<file path="src/rtl/csm_pkg.sv">
// ============================================================================
// Module : csm_pkg
// Brief  : Shared types for the CSM two-port shared-memory responder.
// Rev    : 1.0
// ============================================================================
`default_nettype none

package csm_pkg;

    typedef enum logic [1:0] {
        CMD_READ  = 2'd0,
        CMD_WRITE = 2'd1,
        CMD_HOLD  = 2'd2,
        CMD_RELSE = 2'd3
    } csm_cmd_t;

    typedef enum logic [1:0] {
        OWN_NONE = 2'd0,
        OWN_A    = 2'd1,
        OWN_B    = 2'd2
    } csm_owner_t;

    typedef enum logic [1:0] {
        FREE   = 2'd0,
        HELD_A = 2'd1,
        HELD_B = 2'd2
    } csm_lock_state_t;

    // Initiator-side operation stream encoding: MSB selects the port.
    typedef enum logic [2:0] {
        OP_A_READ  = 3'd0,
        OP_A_WRITE = 3'd1,
        OP_A_HOLD  = 3'd2,
        OP_A_RELSE = 3'd3,
        OP_B_READ  = 3'd4,
        OP_B_WRITE = 3'd5,
        OP_B_HOLD  = 3'd6,
        OP_B_RELSE = 3'd7
    } operation_t;

    typedef struct packed {
        logic     port_b;
        csm_cmd_t cmd;
    } csm_req_t;

    function automatic csm_req_t op_to_req(input operation_t op);
        csm_req_t r;
        r.port_b = op[2];
        r.cmd    = csm_cmd_t'(op[1:0]);
        return r;
    endfunction

endpackage

`default_nettype wire

</file>
<file path="src/rtl/csm_rr_arb.sv">
// ============================================================================
// Module : csm_rr_arb
// Brief  : Two-requester round-robin arbiter; reset favours requester A.
// Rev    : 1.0
// ============================================================================
`default_nettype none

module csm_rr_arb
    import csm_pkg::*;
(
    input  logic clk,
    input  logic rst,
    input  logic req_a_i,
    input  logic req_b_i,
    output logic gnt_a_o,
    output logic gnt_b_o
);

    logic prio_b_q;
    logic prio_b_d;

    always_comb begin
        gnt_a_o  = req_a_i && (!req_b_i || !prio_b_q);
        gnt_b_o  = req_b_i && !gnt_a_o;
        prio_b_d = prio_b_q;
        if (gnt_a_o) begin
            prio_b_d = 1'b1;
        end else if (gnt_b_o) begin
            prio_b_d = 1'b0;
        end
    end

    always_ff @(posedge clk or posedge rst) begin
        if (rst) begin
            prio_b_q <= 1'b0;
        end else begin
            prio_b_q <= prio_b_d;
        end
    end

endmodule

`default_nettype wire

</file>
<file path="src/rtl/csm_shared_mem.sv">
// ============================================================================
// Module : csm_shared_mem
// Brief  : Two-port responder sharing one memory, with hold/release lock.
// Rev    : 1.0
// ============================================================================
`default_nettype none

module csm_shared_mem
    import csm_pkg::*;
#(
    parameter int AW           = 4,
    parameter int DW           = 8,
    parameter int HOLD_TIMEOUT = 0
) (
    input  logic          clk,
    input  logic          rst,
    input  logic          a_valid,
    output logic          a_ready,
    input  csm_cmd_t      a_cmd,
    input  logic [AW-1:0] a_addr,
    input  logic [DW-1:0] a_wdata,
    output logic          a_ack,
    output logic          a_err,
    output logic [DW-1:0] a_rdata,
    input  logic          b_valid,
    output logic          b_ready,
    input  csm_cmd_t      b_cmd,
    input  logic [AW-1:0] b_addr,
    input  logic [DW-1:0] b_wdata,
    output logic          b_ack,
    output logic          b_err,
    output logic [DW-1:0] b_rdata,
    output csm_owner_t    owner,
    output logic          timeout_evt
);

    localparam int CW        = (HOLD_TIMEOUT > 0) ? $clog2(HOLD_TIMEOUT + 1) : 1;
    localparam int TO_LAST_I = (HOLD_TIMEOUT > 0) ? HOLD_TIMEOUT - 1 : 0;
    localparam logic [CW-1:0] TO_LAST = TO_LAST_I[CW-1:0];
    localparam logic [CW-1:0] CNT_MAX = '1;

    csm_lock_state_t state_q, state_d;
    logic [CW-1:0]   cnt_q, cnt_d;
    logic            evt_q, evt_d;
    logic            a_ack_q, a_err_q, b_ack_q, b_err_q;
    logic [DW-1:0]   a_rdata_q, b_rdata_q;
    logic [DW-1:0]   mem_q [2**AW];

    logic            elig_a, elig_b, gnt_a, gnt_b, accept, own_acc, err, to_hit;
    csm_cmd_t        cmd;
    logic [AW-1:0]   addr;
    logic [DW-1:0]   wdata, rd;

    // Writes and new holds from the non-owner stall; reads and releases pass.
    assign elig_a = a_valid && !(state_q == HELD_B && (a_cmd == CMD_WRITE || a_cmd == CMD_HOLD));
    assign elig_b = b_valid && !(state_q == HELD_A && (b_cmd == CMD_WRITE || b_cmd == CMD_HOLD));

    csm_rr_arb u_arb (
        .clk     (clk),
        .rst     (rst),
        .req_a_i (elig_a),
        .req_b_i (elig_b),
        .gnt_a_o (gnt_a),
        .gnt_b_o (gnt_b)
    );

    assign a_ready = gnt_a;
    assign b_ready = gnt_b;
    assign accept  = gnt_a || gnt_b;
    assign cmd     = gnt_b ? b_cmd   : a_cmd;
    assign addr    = gnt_b ? b_addr  : a_addr;
    assign wdata   = gnt_b ? b_wdata : a_wdata;
    assign rd      = mem_q[addr];

    assign own_acc = (state_q == HELD_A && gnt_a) || (state_q == HELD_B && gnt_b);
    assign err     = accept && cmd == CMD_RELSE && !own_acc;
    assign to_hit  = (HOLD_TIMEOUT != 0) && (cnt_q == TO_LAST);

    always_comb begin
        state_d = state_q;
        cnt_d   = cnt_q;
        evt_d   = 1'b0;
        case (state_q)
            FREE: begin
                cnt_d = '0;
                if (accept && cmd == CMD_HOLD) begin
                    state_d = gnt_a ? HELD_A : HELD_B;
                end
            end
            HELD_A, HELD_B: begin
                // An owner request in the expiry cycle keeps the lock alive.
                if (own_acc) begin
                    cnt_d = '0;
                    if (cmd == CMD_RELSE) begin
                        state_d = FREE;
                    end
                end else if (to_hit) begin
                    state_d = FREE;
                    evt_d   = 1'b1;
                    cnt_d   = '0;
                end else if (cnt_q != CNT_MAX) begin
                    cnt_d = cnt_q + 1'b1;
                end
            end
            default: begin
                state_d = FREE;
                cnt_d   = '0;
            end
        endcase
    end

    always_ff @(posedge clk or posedge rst) begin
        if (rst) begin
            state_q   <= FREE;
            cnt_q     <= '0;
            evt_q     <= 1'b0;
            a_ack_q   <= 1'b0;
            a_err_q   <= 1'b0;
            b_ack_q   <= 1'b0;
            b_err_q   <= 1'b0;
            a_rdata_q <= '0;
            b_rdata_q <= '0;
        end else begin
            state_q <= state_d;
            cnt_q   <= cnt_d;
            evt_q   <= evt_d;
            a_ack_q <= gnt_a;
            a_err_q <= gnt_a && err;
            b_ack_q <= gnt_b;
            b_err_q <= gnt_b && err;
            if (gnt_a && cmd == CMD_READ) begin
                a_rdata_q <= rd;
            end
            if (gnt_b && cmd == CMD_READ) begin
                b_rdata_q <= rd;
            end
        end
    end

    always_ff @(posedge clk) begin
        if (accept && cmd == CMD_WRITE) begin
            mem_q[addr] <= wdata;
        end
    end

    always_comb begin
        case (state_q)
            HELD_A:  owner = OWN_A;
            HELD_B:  owner = OWN_B;
            default: owner = OWN_NONE;
        endcase
    end

    assign a_ack       = a_ack_q;
    assign a_err       = a_err_q;
    assign a_rdata     = a_rdata_q;
    assign b_ack       = b_ack_q;
    assign b_err       = b_err_q;
    assign b_rdata     = b_rdata_q;
    assign timeout_evt = evt_q;

endmodule

`default_nettype wire

</file>
<file path="config.mk">
export PLATFORM = sky130hd
export DESIGN_NAME = csm_shared_mem
export DESIGN_NICKNAME = d
export VERILOG_FILES = /design/src/rtl/csm_pkg.sv /design/src/rtl/csm_rr_arb.sv /design/src/rtl/csm_shared_mem.sv
export SDC_FILE = /design/constraint.sdc
export NUM_CORES = 1
export LEC_CHECK = 0
export CAP_MARGIN = 5
export CORE_MARGIN = 2
export CORE_UTILIZATION = 45
export CTS_CLUSTER_DIAMETER = 40
export DETAILED_ROUTE_END_ITERATION = 8
export PLACE_DENSITY = 0.61
export SYNTH_ARGS = -nofsm -noshare
export SYNTH_HDL_FRONTEND = slang
export SYNTH_SLANG_ARGS = --single-unit
</file>
<file path="constraint.sdc">
create_clock -name clk -period 3.2 [get_ports clk]
set_input_delay 0.8 -clock clk [delete_from_list [all_inputs] [get_ports clk]]
set_output_delay 0.8 -clock clk [all_outputs]
set_load 0.01 [all_outputs]
</file>
==> reports/summary.log <==
qor: run_status.status finished clean
qor: cts.clockBufferDepth 2
qor: finish.layout.filler_cells 1,490
qor: pwr.power_leakage 3.77 nW
qor: cts.insertion_delay 420 ps
qor: timing.timing.max_slew.rel_slack 40.5%
qor: synthesis.ys_seq_elements 151
qor: cts.cts_sinks 151
qor: cts.tritoncts built
qor: cts.cts.htree.levels 4
qor: worst_setup_path.worst-endpoint-arrival 2380 ps
qor: finish.layout.cell_area.non_filler 10,600 um2
qor: floorplan.design.core.area 18,000 um2
qor: synthesis.synth.cell_area 8310 um2
qor: timing.timing_max_transition_violations_final 0
qor: timing.fin_crit 3180 ps
qor: detailed_routing.post-route-drc-count 0
qor: floorplan.num_io_pins 57
qor: placement.placed_area 9870 um2
qor: floorplan.die_y 140 um
qor: global_routing.antenna_found_initial 0
qor: synthesis.netlist.area_leader.share 46.3%
qor: synthesis.synth_cell_type_count 47
qor: detailed_routing.count_of_vias_placed_by_the_detailed_router 7,118
qor: finish.final_util 58.8%
qor: synthesis.multiplexer_area_fraction_after_synthesis 0.362%
qor: placement.place.detailed.instances 1,132
qor: synthesis.synth_edf_count 128
qor: synthesis.synth_top_family_by_area compound AO/OA/AOI/OAI gates
qor: synthesis.ys_dominant_reg_cell edfxtp_1
qor: timing.maxClockFrequency 315 MHz
qor: synthesis.synth_top_cells_by_area edfxtp_1 (46%), nand2b_1 (9.9%), dfrtp_1 (6.9%)
qor: cts.cts-buffers-inserted 17
qor: synthesis.synthesis.yosys.warnings 0
qor: pwr.max-vdd-ir-drop 0.436 mV
qor: finish.layout_commonest_cell nand2b_1
qor: synthesis.post_synthesis_compound_gate_area_fraction 22.3%
qor: floorplan.core.rowCount 49
qor: detailed_routing.final_routed_wirelength_across_all_metal_layers 25.0 mm
qor: finish.areaGrowthSynthToFinish 27.7%
qor: detailed_routing.route.detailed.wl_per_inst 21.4 um
qor: placement.gp_congestion 0.889
qor: timing.final.hold.worst_slack 489 ps
qor: placement.detailedPlace.worstSlack -497 ps
qor: worst_hold_path.worst_hold_path_type flip-flop to flip-flop
qor: synthesis.synth_adder_area_share 0.452%
qor: worst_setup_path.crit_path_end_kind output port
qor: synthesis.gate_count_of_the_mapped_netlist 795
qor: timing.worstMarginPinSlew 892 ps
qor: synthesis.synth_async_sr_flop_share 15.2%
qor: synthesis.synth-simple-area-share 18.8%
qor: synthesis.yosysTopAreaCell edfxtp_1
qor: finish.regArea 4420 um2
qor: worst_setup_path.critPathLaunchType input pin
qor: synthesis.syn_nets 830
qor: placement.io_buffer_count 55
qor: global_routing.grt_pass1_vias 6,794
qor: timing.setup_slack_of_the_critical_path_after_layout 21.3 ps
qor: worst_setup_path.worst-path-max-fanout 5
qor: synthesis.yosys.area_share.xor_xnor 0.301%
qor: timing.timing.final.setup_violations 0
qor: timing.hold_viol 0
qor: finish.finalNonFillerCells 1,168
qor: cts.cell_at_the_root_of_the_clock_tree clkbuf_16
qor: synthesis.synth_area_per_cell 10.4 um2
qor: floorplan.effective_utilization_at_floorplan 46.1%
qor: floorplan.fp.dieArea 19,600 um2
qor: synthesis.yosysSeqAreaShare 53.2%
qor: placement.dp_hpwl 16.8 mm
qor: global_routing.grt_start_max_net_pins 91
qor: detailed_routing.postRouteAntennaNets 0
qor: timing.final.setup_skew 11.0 ps
qor: timing.portion_of_the_clock_cycle_consumed_by_the_worst_path_in_the_final_layout 99.3%
qor: worst_setup_path.worstPathRequired 2400 ps
qor: global_routing.overflow 0
qor: finish.multi_input_comb_area 3650 um2
qor: worst_setup_path.path_class input pin to output port
qor: global_routing.grtUsageTotal 25.2%
qor: floorplan.die_w 140 um
qor: detailed_routing.first_iter_violations 695
qor: cts.clkSlewWorstSetupHoldPaths 60 ps
qor: finish.finalNetCount 961
qor: detailed_routing.drt-pass1-iter-count 7
qor: pwr.power_per_cell_area 625 nW/um2
qor: global_routing.grt_first_pass_wirelength 37.9 mm
qor: finish.antennaDiodeCount 0
qor: finish.post_route_cells_drive_above_1_share 19.9%
qor: detailed_routing.detail_route.vias_per_cell 6.09
qor: run.maxCapViolCount 0
qor: finish.highest_count_cells_in_the_layout_ignoring_fill_and_taps nand2b_1 (131), edfxtp_1 (128), buf_4 (116)
layout make-up:
cell class	count	area share, %
clock buffer	21	4.25
clock inverter	11	1.18
inverter	8	0.283
multi-input combinational	565	34.4
sequential	151	41.7
tap	229	2.70
timing repair buffer	183	15.5
logic make-up after synthesis:
| kind of cell | Yosys count |
|---|---|
| AO/OA/AOI/OAI | 265 |
| XOR/XNOR | 2 |
| adder cells (fa/ha/maj) | 3 |
| buffers and inverters | 79 |
| flip-flops | 151 |
| multiplexers | 3 |
| other | 1 |
| AND/OR/NAND/NOR | 291 |
routing by layer:
layer,part of all wire [%],track usage (%),up-vias
li1,-,-,3282
met1,43,34.2,3443
met2,47,40.3,348
met3,7.8,4.44,45
met4,2.6,10.4,0
met5,0,0,-
state kept, by name (all words and copies together), names as in the netlist:
register and cells:
mem_q 128, a_rdata 8, b_rdata 8, state_q 2, a_ack 1, a_err 1, b_ack 1, b_err 1
u_arb.prio_b_q 1
cell usage after synthesis, types with 2 or more instances:
library cell  number
nand4_1            4
o22ai_2            2
a21oi_1           76
edfxtp_1         128
nand2_1          107
dfrtp_1           23
buf_4              5
a22o_1             2
mux2i_1            3
a311oi_1          64
ha_1               3
o211ai_1           4
nor4b_1            2
o22ai_1           34
nand2b_1         131
o21ai_1            8
buf_6              5
buf_2             16
nor2_1            29
clkbuf_1          40
buf_1              5
a211oi_1          65
inv_1              8
nor4_2             8
final timing paths:
check	from	end	slack [ps]	cells past startpoint
setup / recovery	b_cmd[1]	a_ready	20	5
hold / removal	b_rdata[2]	b_rdata[2]	490	2
setup reg to reg	state_q[1]	mem_q[2][5]	310	11
hold reg to reg	b_rdata[2]	b_rdata[2]	490	2
max in group asynchronous	rst	b_err	1780	2
min in group asynchronous	rst	b_rdata[3]	870	2
critical path, stage by stage:
cell	delay (ps)
clkdlybuf4s50_1	470
xnor2_2	190
o21a_4	280
a221oi_4	350
clkdlybuf4s15_1	280
through the flow:
| stage | setup TNS, ps | power (mW) |
|---|---|---|
| floorplan | 0 | 3.60 |
| finish | 0 | 6.63 |
| global placement | -34330 | 4.55 |
| CTS | 0 | 6.57 |
| detailed placement | -41580 | 4.61 |
| global route | -24.1 | 6.91 |
report_power, final:
group | internal (mW) | leakage, nW | switching, mW
clock | 1.17 | 0.267 | 0.786
combinational | 0.958 | 2.06 | 1.26
sequential | 2.37 | 1.44 | 0.0853
total | 4.50 | 3.77 | 2.13
what timing repair did:
action | 4_1_cts | 5_1_grt
setup buffers | 2 | 2
endpoints found under the setup margin | 10 | 18
pin swaps | 3 | 6
hold buffers | 0 | 0
resized for setup | 6 | 19
endpoints found under the hold margin | 0 | 0
Power figures use the tool's default switching activity.
